## src/rtl/product_decoder.sv

```systemverilog
// Serial unary product-stream decoder: counts 1 samples over a WINDOW-long window.
// Optional macro PRODUCT_DECODER_EDGE_EN counts only 0->1 transitions instead of levels.
module product_decoder #(
   parameter int WINDOW = 225,
   parameter int CNT_W  = 8
) (
   input  logic             clk,
   input  logic             reset,
   input  logic             in_rdy,
   input  logic             in,
   output logic [CNT_W-1:0] count,
   output logic             out_rdy,
   output logic             busy
);

   localparam int BW = $clog2(WINDOW + 1);
   localparam logic [BW-1:0] LAST = BW'(WINDOW - 1);

   typedef enum logic [1:0] {IDLE, ACCUM, DONE} state_t;

   state_t           state, state_nxt;
   logic [CNT_W-1:0] acc, acc_sum;
   logic [BW-1:0]    bit_cnt;
   logic             hit;
   logic             start;

   assign start = (state != ACCUM) && in_rdy;

`ifdef PRODUCT_DECODER_EDGE_EN
   logic prev;

   assign hit = in & ~prev;

   // prev is cleared at window start so a leading 1 counts as an edge
   always_ff @(posedge clk or posedge reset) begin
      if (reset)               prev <= 1'b0;
      else if (start)          prev <= 1'b0;
      else if (state == ACCUM) prev <= in;
   end
`else
   assign hit = in;
`endif

   // saturating increment: never wraps past all-ones
   always_comb begin
      acc_sum = acc;
      if (hit && (acc != '1)) acc_sum = acc + CNT_W'(1);
   end

   always_comb begin
      state_nxt = state;
      out_rdy   = 1'b0;
      busy      = 1'b0;
      case (state)
         IDLE, DONE: state_nxt = in_rdy ? ACCUM : IDLE;
         ACCUM:      if (bit_cnt == LAST) state_nxt = DONE;
         default:    state_nxt = IDLE;
      endcase
      out_rdy = (state == DONE);
      busy    = (state == ACCUM);
   end

   always_ff @(posedge clk or posedge reset) begin
      if (reset) begin
         state   <= IDLE;
         acc     <= '0;
         bit_cnt <= '0;
         count   <= '0;
      end else begin
         state <= state_nxt;
         if (start) begin
            acc     <= '0;
            bit_cnt <= '0;
         end else if (state == ACCUM) begin
            acc     <= acc_sum;
            bit_cnt <= bit_cnt + BW'(1);
            if (bit_cnt == LAST) count <= acc_sum;
         end
      end
   end

endmodule

```

## config.mk

```make
export PLATFORM = sky130hd
export DESIGN_NAME = product_decoder
export DESIGN_NICKNAME = d
export VERILOG_FILES = /design/src/rtl/product_decoder.sv
export SDC_FILE = /design/constraint.sdc
export NUM_CORES = 1
export LEC_CHECK = 0
export BUFFER_PORTS_ARGS = -buffer_cell sky130_fd_sc_hd__buf_2
export CAP_MARGIN = 20
export CORE_MARGIN = 8
export CORE_UTILIZATION = 50
export CTS_CLUSTER_DIAMETER = 30
export DETAILED_ROUTE_END_ITERATION = 6
export GPL_ROUTABILITY_DRIVEN = 0
export PLACE_DENSITY = 0.73
export SLEW_MARGIN = 20
export SYNTH_ARGS = -nofsm -noshare
export SYNTH_HDL_FRONTEND = slang
export SYNTH_SLANG_ARGS = --single-unit
```

## constraint.sdc

```tcl
create_clock -name clk -period 2.6 [get_ports clk]
set_input_delay 0.52 -clock clk [delete_from_list [all_inputs] [get_ports clk]]
set_output_delay 0.52 -clock clk [all_outputs]
set_load 0.05 [all_outputs]
```

Word-level counts from Yosys, hierarchy flattened --
Index checks and enable logic that the tools add are counted.
Storage, ports and cells: bits in registers 26, bits of input ports 4, output and inout bits 10, logic and storage cells 27
Operators by class: $add $sub $neg 2, equal/unequal tests 6, multiplexer cells 8, bitwise logic cells 1, reductions and logical operators 6
Operators with widths (number):
- $mux 8 | 5
- $add 8x1->8 const B | 2
- $eq 8x8->1 const B | 1
- $ne 8x8->1 const B | 1
- $ne 2x1->1 const B | 2
- $pmux 2 s2 | 1
- $reduce_and 3->1 | 1
- $eq 2x1->1 const B | 1
- $eq 2x2->1 const B | 1
- $logic_and 1x1->1 | 2
- $logic_not 2->1 | 1
- $mux 2 | 1
- $reduce_bool 2->1 | 1
- $reduce_or 2->1 | 1
- $mux 1 | 1
- $not 1->1 | 1

Longest topological paths before layout --
Gate-level depths: netlist of the first run.
depth in word-level cells 5, depth in mapped cells 8, gate-level depth less buffers 7

Worst setup path before layout of the first run --
OpenSTA, ideal clock, no wires.
path type register -> output, start point register state[1], end point output port busy, data arrival time 1.419 ns, data required time 2.080 ns, slack 0.661 ns, cell stages (with the launch flop) 5, path buffers 2, path through dfrtp_1 > nand2b_1 > clkbuf_1 > clkinv_1 > clkbuf_1
Between the ends: longest elaborated chain between the ends 1
RTL lines:
- start: declaration | line 21 | state_t state, state_nxt;
- start signal: assignment | line 70 | state <= state_nxt;
- $eq 2x1->1 | line 60 | busy = (state == ACCUM);
- end: declaration | line 13 | output logic busy
No other way between the ends.

Final worst setup path of the first run --
start point register bit_cnt[3], end point register count[1]
Between the ends: longest elaborated chain between the ends 2
RTL lines:
- start: declaration | line 23 | logic [BW-1:0] bit_cnt;
- start signal: assignment | line 76 | bit_cnt <= bit_cnt + BW'(1);
- $eq 8x8->1 | line 77 | if (bit_cnt == LAST) count <= acc_sum;
- $reduce_and 3->1 (no line)
- end signal: assignment | line 77
- end: declaration | line 11 | output logic [CNT_W-1:0] count,
No other way between the ends. A chain may end at the register's enable or synchronous reset.

==> results of run 1 <==
[sequential cells by signal, indices dropped and copies added, names as in the netlist]
name and flops:
acc 8, bit_cnt 8, count 8, state 2
[critical path, stage by stage, from the launching register on]
cell and delay (ns):
dfrtp_1 0.44, or4b_1 0.54, or3_1 0.64, clkinv_2 0.17, nor2_1 0.05, a21oi_1 0.12
[power breakdown]
group / leakage (nW) / switching (mW) / internal [mW] / total (mW)
clock: 0.0279 / 0.122 / 0.156 / 0.278
combinational: 0.362 / 0.0738 / 0.0641 / 0.138
sequential: 0.295 / 0.0635 / 0.443 / 0.507
total: 0.684 / 0.259 / 0.663 / 0.922
[path summary, 6_finish.rpt]
kind,slack [ns],from,depth (start not counted),endpoint
worst max-delay path,0.55,bit_cnt[3],5,count[1]
worst min-delay path,0.21,reset,3,acc[1]
worst max register to register,0.55,bit_cnt[3],5,count[1]
worst min register to register,0.49,count[0],2,count[0]
max in group asynchronous,2.13,reset,3,bit_cnt[1]
min in group clk,0.42,in_rdy,2,bit_cnt[1]
[cell usage in the layout, fill, tap and decap left out, types with 2 or more instances in the layout]
cell	count
dfrtp_1	26
nand2_1	17
buf_2	13
o21ai_0	10
nor2_1	8
a21oi_1	7
and3_1	6
nand3_1	6
o21ai_2	6
inv_1	5
a21o_1	5
nand4_1	4
o31ai_1	4
mux2i_1	3
ha_1	3
clkbuf_4	3
o211ai_1	2
or3_1	2
and2_1	2
a31oi_1	2
a211oi_1	2
buf_4	2
[cell families (layout without fill, tap and decap cells)]
group	after synthesis	after routing	share of synthesized area (%)
compound gates	43	43	22.0
xor+xnor	1	1	0.643
fa+ha+maj	3	3	2.76
buf+inv	13	26	5.51
flops	26	26	47.7
mux	3	3	2.20
simple gates	52	52	19.1
[metal layers]
layer / global-route usage (%) / vias up / wire length [um]
li1: - / 539 / -
met1: 17.8 / 518 / 1290
met2: 22.0 / 22 / 1260
met3: 1.96 / 5 / 138
met4: 4.60 / 0 / 44
met5: 0 / - / 0
[stage by stage]
stage / setup WS, ns / utilization [%] / power [mW] / area (um^2)
final: 0.553 / 55.8 / 0.922 / 1490
after floorplan: 0.661 / - / 0.617 / 1360
after CTS: 0.540 / 55.8 / 0.929 / 1490
after global routing: 0.413 / 55.8 / 0.976 / 1490
after detailed placement: 0.580 / 53.9 / 0.653 / 1430
after global placement: 0.643 / 53.9 / 0.644 / 1430
[final cells by class]
class,instances,area (um^2)
sequential,26,651
fill,250,1180
multi-input combinational,102,637
timing repair buffer,15,80.1
tap,31,38.8
inverter,7,27.5
clock buffer,3,22.5
clock inverter,1,30.0
==> impl_metrics.json, run 1 <==
{
  "drtIter0Drc": 36,
  "worst_slew_margin_rel_pct": 57.2,
  "post-cts-setup-buffers": 0,
  "vias": 1084,
  "drc_errors": 0,
  "timing.max_cap.violations": 0,
  "dr.pass1.iters": 4,
  "power.leakage_nw": 0.684,
  "cts-resized-gates": 0,
  "finalSetupViolations": 0,
  "post-synth-top-area-cell": "dfrtp_1",
  "grt_max_degree": 27,
  "ctsHoldBuffers": 0,
  "vias_per_instance": 5.86,
  "synth-edff-count": 0,
  "cts_buffer_depth": 2,
  "cts_sinks": 26,
  "outcome": "finished, final reports clean",
  "post_synth_num_cell_types": 38,
  "floorplan_die_area_um2": 4650,
  "share_of_cells_above_drive_strength_1_pct": 18.8,
  "maxClockFrequency_mhz": 488,
  "power_density_nw_per_um2": 621,
  "port_buffers": 13,
  "synth.most_common_cell": "dfrtp_1",
  "maxSlewViolCount": 0,
  "grt_setup_unrepaired": "no",
  "number_of_antenna_violations_at_the_first_check_in_global_routing": 0,
  "row_count": 19,
  "place.detailed.hpwl_um": 2040,
  "synth-seq-cells": 26,
  "finalCritPeriodShare_pct": 78.7,
  "period_needed_ns": 2.05,
  "dp.cells": 181,
  "worst_setup_path_end_kind": "flip-flop",
  "gr-usage-all-layers_pct": 13.5,
  "totalWireLength_um": 2720,
  "final.hold.worst_slack_ns": 0.213,
  "ys_top_cells_by_area": "dfrtp_1 48%, nand2_1 4.7%, o21ai_2 3.9%",
  "detail_route.wl_per_cell_um": 14.7,
  "chipHeight_um": 68.2,
  "clk_latency_ns": 0.33,
  "worstPathMaxFanout": 14,
  "diodes": 0,
  "start_kind": "flip-flop",
  "mappedNetlistNets": 148,
  "timing.hold.worst.class": "primary input to async pin",
  "max-vdd-ir-drop_v": 0.000392,
  "avgSynthCellArea_um2": 9.66,
  "cts_root_buf": "clkbuf_4",
  "worst_ep_arrival_time_ns": 2.30,
  "critPathRequiredTime_ns": 2.85,
  "global_route_wire_length_before_repair_um": 4890,
  "synth.top_cell.area_share_pct": 47.8,
  "finish.cell_count_without_fillers": 185,
  "synthesis.yosys.warnings": 0,
  "cts_tree": "built",
  "synth.cells.most_frequent": "26 x dfrtp_1, 17 x nand2_1, 10 x o21ai_0",
  "grt-ovfl-total": 0,
  "ctsHtreeMaxLevel": 1,
  "grt_pass1_vias": 1079,
  "number_of_routed_nets_with_antenna_violations": 0,
  "tightest_slew_ns": 0.642,
  "hold_violations": 0,
  "timing.clock.skew_ns": 0.0141,
  "postSynthCellCount": 141,
  "worst_setup_hold_path_clk_slew_ns": 0.15,
  "core_region_area_um2": 2660,
  "finish.net_count": 162,
  "area_growth_syn_to_layout_pct": 9.09,
  "die_width_um": 68.2,
  "setup_tns_ns": 0,
  "floorplan.initialDensity_pct": 51.2,
  "ys.flop_type": "dfrtp_1",
  "sequential_element_share_of_the_synthesized_area_pct": 47.8,
  "tritoncts.num_buffers": 3,
  "syn_area_um2": 1360,
  "floorplan.io_pins": 14,
  "async_reset_ff_share_pct": 100,
  "worst-setup-path-type": "flip-flop to flip-flop"
}
(Power assumes the default switching activity.)
==> inputs of run 2 (changes only) <==
- clock period: 2.6 -> 1.9 ns (I/O delays scaled with it)
==> impl_metrics.json, run 2 (synthesis gave the netlist of run 1 again) <==
{
  "register_area_um2": 651,
  "grt_pass1_vias": 1056,
  "power_frac_clock_pct": 19.4,
  "cts_root_buf": "clkbuf_4",
  "combinational_power_share_pct": 21.0,
  "grt_max_degree": 27,
  "floorplan.initialDensity_pct": 51.2,
  "start_kind": "flip-flop",
  "hold_violations": 0,
  "port_buffers": 13,
  "drc_errors": 0,
  "share_of_cells_above_drive_strength_1_pct": 22.8,
  "max-vdd-ir-drop_v": 0.000541,
  "maxClockFrequency_mhz": 558,
  "maxSlewViolCount": 0,
  "floorplan.io_pins": 14,
  "vias_per_instance": 5.70,
  "tightest_slew_ns": 0.341,
  "finish.net_count": 171,
  "detail_route.wl_per_cell_um": 13.4,
  "drtIter0Drc": 25,
  "worst_ep_arrival_time_ns": 1.41,
  "final.hold.worst_slack_ns": 0.0962,
  "power.leakage_nw": 0.715,
  "row_count": 19,
  "worst_slew_margin_rel_pct": 77.2,
  "number_of_routed_nets_with_antenna_violations": 0,
  "worstPathMaxFanout": 8,
  "totalWireLength_um": 2590,
  "core_region_area_um2": 2660,
  "grt_setup_unrepaired": "no",
  "period_needed_ns": 1.79,
  "worst_setup_hold_path_clk_slew_ns": 0.12,
  "diodes": 0,
  "chipHeight_um": 68.2,
  "finish.cell_count_without_fillers": 193,
  "global_route_wire_length_before_repair_um": 4630,
  "worst_setup_path_end_kind": "output port",
  "mostFrequentLayoutCells": "26 x dfrtp_1, 17 x nand2_1, 13 x buf_2",
  "number_of_antenna_violations_at_the_first_check_in_global_routing": 0,
  "outcome": "finished, final reports clean",
  "area_growth_syn_to_layout_pct": 12.1,
  "num-fill-cells": 249,
  "tritoncts.num_buffers": 3,
  "total_area_of_multi_input_combinational_cells_um2": 637,
  "floorplan_die_area_um2": 4650,
  "cts_tree": "built",
  "gr-usage-all-layers_pct": 12.7,
  "layout_commonest_cell": "dfrtp_1",
  "cts_buffer_depth": 2,
  "power.share.switching_pct": 29.7,
  "timing.max_cap.violations": 0,
  "power.internal_mw": 0.792,
  "vias": 1101,
  "finalCritPeriodShare_pct": 94.3,
  "critPathRequiredTime_ns": 1.52,
  "share_seq_of_total_power_pct": 59.6,
  "place.detailed.hpwl_um": 1980,
  "dp.cells": 190,
  "worst-setup-path-type": "flip-flop to output port",
  "psw_mw": 0.334,
  "cts_sinks": 26,
  "timing.clock.skew_ns": 0.00390,
  "biggestRegsByFlops": "acc (8), bit_cnt (8), count (8)",
  "ctsHtreeMaxLevel": 1,
  "clk_latency_ns": 0.31,
  "die_width_um": 68.2,
  "dr.pass1.iters": 4,
  "post-cts-setup-buffers": 0,
  "finalSetupViolations": 0,
  "power_density_nw_per_um2": 737,
  "setup_tns_ns": 0,
  "timing.hold.worst.class": "primary input to async pin",
  "grt-ovfl-total": 0
}
[run 2: cell count changes in the layout (fill, tap and decap cells not counted), sizes merged]
cell | previous run | this run
buf | 15 | 24
bufinv | 1 | 0
[run 2: worst max-delay path, cell delays in order, from the launching register on]
cell and delay [ns]:
dfrtp_1 0.39, nand2b_1 0.20, clkinv_1 0.09, buf_4 0.15, buf_2 0.27
[run 2: area by class of cell]
cell class	count	share of cell area, %
multi-input combinational	102	41.7
clock buffer	3	1.47
sequential	26	42.6
timing repair buffer	24	9.91
inverter	7	1.80
tap	31	2.54
[run 2: path summary, 6_finish.rpt]
path / startpoint / endpoint / slack [ns] / depth (start not counted)
max reg2reg: bit_cnt[2] / count[3] / 0.13 / 4
max in group asynchronous: reset / acc[7] / 1.55 / 3
min in group clk: in_rdy / bit_cnt[1] / 0.29 / 2
min reg2reg: count[7] / count[7] / 0.48 / 2
min: reset / count[1] / 0.1 / 3
max: state[1] / busy / 0.11 / 4
[run 2: per-layer routing]
| layer | up-vias | part of all wire [%] | track usage (%) |
|---|---|---|---|
| met5 | - | 0 | 0 |
| met1 | 520 | 47 | 16.1 |
| li1 | 556 | - | - |
| met3 | 5 | 4.1 | 2.29 |
| met2 | 20 | 47 | 21.1 |
| met4 | 0 | 1.4 | 4.60 |
[run 2: timing repair]
action,4_1_cts,5_1_grt
endpoints found under the setup margin,0,1
hold buffers,0,0
resized for setup,0,1
[run 2: through the flow]
step	utilization, %	setup slack (ns)	total power, mW	area, um^2
floorplan	-	0.00572	0.845	1360
CTS	57.2	0.0916	1.14	1520
global placement	56.4	0.139	0.910	1500
global route	57.4	0.0202	1.20	1530
detailed placement	56.4	0.129	0.919	1500
finish	57.4	0.108	1.13	1530
[run 2: power groups by stage]
stage / clock network, mW / registers, mW / logic (mW)
6_report: 0.218 / 0.672 / 0.236
5_1_grt: 0.245 / 0.682 / 0.271
4_1_cts: 0.235 / 0.671 / 0.238
3_5_place_dp: 0 / 0.683 / 0.236
3_3_place_gp: 0 / 0.678 / 0.232
2_1_floorplan: 0 / 0.665 / 0.180
==> inputs of run 3 (changes only) <==
- CTS_BUF_LIST: unset -> sky130_fd_sc_hd__clkbuf_16
==> impl_metrics.json, run 3 (synthesis gave the netlist of run 1 again) <==
{
  "biggestRegsByFlops": "acc (8), bit_cnt (8), count (8)",
  "max-vdd-ir-drop_v": 0.000676,
  "ctsHtreeMaxLevel": 1,
  "number_of_routed_nets_with_antenna_violations": 0,
  "finalSetupViolations": 0,
  "period_needed_ns": 1.76,
  "clk_latency_ns": 0.26,
  "gr-usage-all-layers_pct": 13.5,
  "floorplan.io_pins": 14,
  "area_growth_syn_to_layout_pct": 16.0,
  "finish.net_count": 171,
  "mostFrequentLayoutCells": "26 x dfrtp_1, 17 x nand2_1, 13 x buf_2",
  "outcome": "finished, final reports clean",
  "cts_root_buf": "clkbuf_16",
  "cts-resized-gates": 0,
  "grt_max_degree": 27,
  "start_kind": "flip-flop",
  "port_buffers": 13,
  "grt_setup_unrepaired": "no",
  "worst-setup-path-type": "flip-flop to flip-flop",
  "dr.pass1.iters": 4,
  "drtIter0Drc": 34,
  "global_route_wire_length_before_repair_um": 4780,
  "timing.max_cap.violations": 0,
  "row_count": 19,
  "tritoncts.num_buffers": 3,
  "total_area_of_multi_input_combinational_cells_um2": 637,
  "grt_pass1_vias": 1071,
  "final.hold.worst_slack_ns": 0.167,
  "worst_setup_path_end_kind": "flip-flop",
  "vias": 1113,
  "layout_setup_ws_ns": 0.138,
  "tightest_slew_ns": 0.337,
  "layout_commonest_cell": "dfrtp_1",
  "finish.cell_count_without_fillers": 193,
  "cts_buffer_depth": 2,
  "hold_violations": 0,
  "core_region_area_um2": 2660,
  "register_area_um2": 651,
  "ctsHoldBuffers": 0,
  "detail_route.wl_per_cell_um": 14.0,
  "dp.cells": 190,
  "floorplan.initialDensity_pct": 51.2,
  "total_power_mw": 1.36,
  "die_width_um": 68.2,
  "timing.clock.skew_ns": 0.00349,
  "cts_sinks": 26,
  "worst_slew_margin_rel_pct": 77.5,
  "cts_tree": "built",
  "critPathRequiredTime_ns": 2.07,
  "setup_tns_ns": 0,
  "worst_setup_hold_path_clk_slew_ns": 0.06,
  "place.detailed.hpwl_um": 1980,
  "grt-ovfl-total": 0,
  "vias_per_instance": 5.77,
  "share_of_cells_above_drive_strength_1_pct": 22.8,
  "diodes": 0,
  "timing.hold.worst.class": "primary input to async pin",
  "chipHeight_um": 68.2,
  "num-fill-cells": 240,
  "floorplan_die_area_um2": 4650,
  "power.leakage_nw": 0.738,
  "post-cts-setup-buffers": 0,
  "totalWireLength_um": 2700,
  "number_of_antenna_violations_at_the_first_check_in_global_routing": 0,
  "worstPathMaxFanout": 14,
  "finalCritPeriodShare_pct": 92.7,
  "maxClockFrequency_mhz": 568,
  "maxSlewViolCount": 0,
  "pre_cts_ws_ns": 0.129,
  "drc_errors": 0,
  "worst_ep_arrival_time_ns": 1.93,
  "power_density_nw_per_um2": 860
}
-- run 3: cell types whose count changed in the layout (fill, tap and decap cells not counted) --
cell	before	now
clkbuf_4	3	0
clkbuf_16	0	3
-- run 3: metal layers --
metal | share of wire, % | GRT usage, % | routed length [um]
met1 | 45 | 16.1 | 1220
met2 | 48 | 22.6 | 1290
met3 | 4.6 | 3.27 | 124
met4 | 2.0 | 6.14 | 53
met5 | 0 | 0 | 0
-- run 3: layout make-up --
type	count	area share (%)
clock buffers	3	4.75
well taps	31	2.45
inverters	7	1.74
flip-flops and latches	26	41.2
multi-input cells	102	40.3
repair buffers	24	9.58
-- run 3: path summary, 6_finish.rpt --
kind / cells past startpoint / slack (ns) / from / to
max reg2reg: 4 / 0.14 / bit_cnt[2] / count[3]
min in group clk: 2 / 0.35 / in_rdy / bit_cnt[1]
max in group asynchronous: 3 / 1.48 / reset / acc[7]
min reg2reg: 2 / 0.47 / count[7] / count[7]
min: 3 / 0.17 / reset / count[1]
max: 4 / 0.14 / bit_cnt[2] / count[3]
-- run 3: report_power, final --
group | switching (mW) | internal (mW)
logic | 0.126 | 0.111
registers | 0.0652 | 0.608
clock network | 0.169 | 0.278
-- run 3: critical path: stages (launching register included) --
cell     delay, ns
dfrtp_1       0.41
or4b_1        0.48
or3_1         0.37
buf_6         0.17
o31ai_2       0.23
-- run 3: per-stage QoR --
stage | area [um^2] | util, %
2_1_floorplan | 1360 | -
3_3_place_gp | 1500 | 56.4
3_5_place_dp | 1500 | 56.4
4_1_cts | 1580 | 59.2
5_1_grt | 1580 | 59.4
6_report | 1580 | 59.4
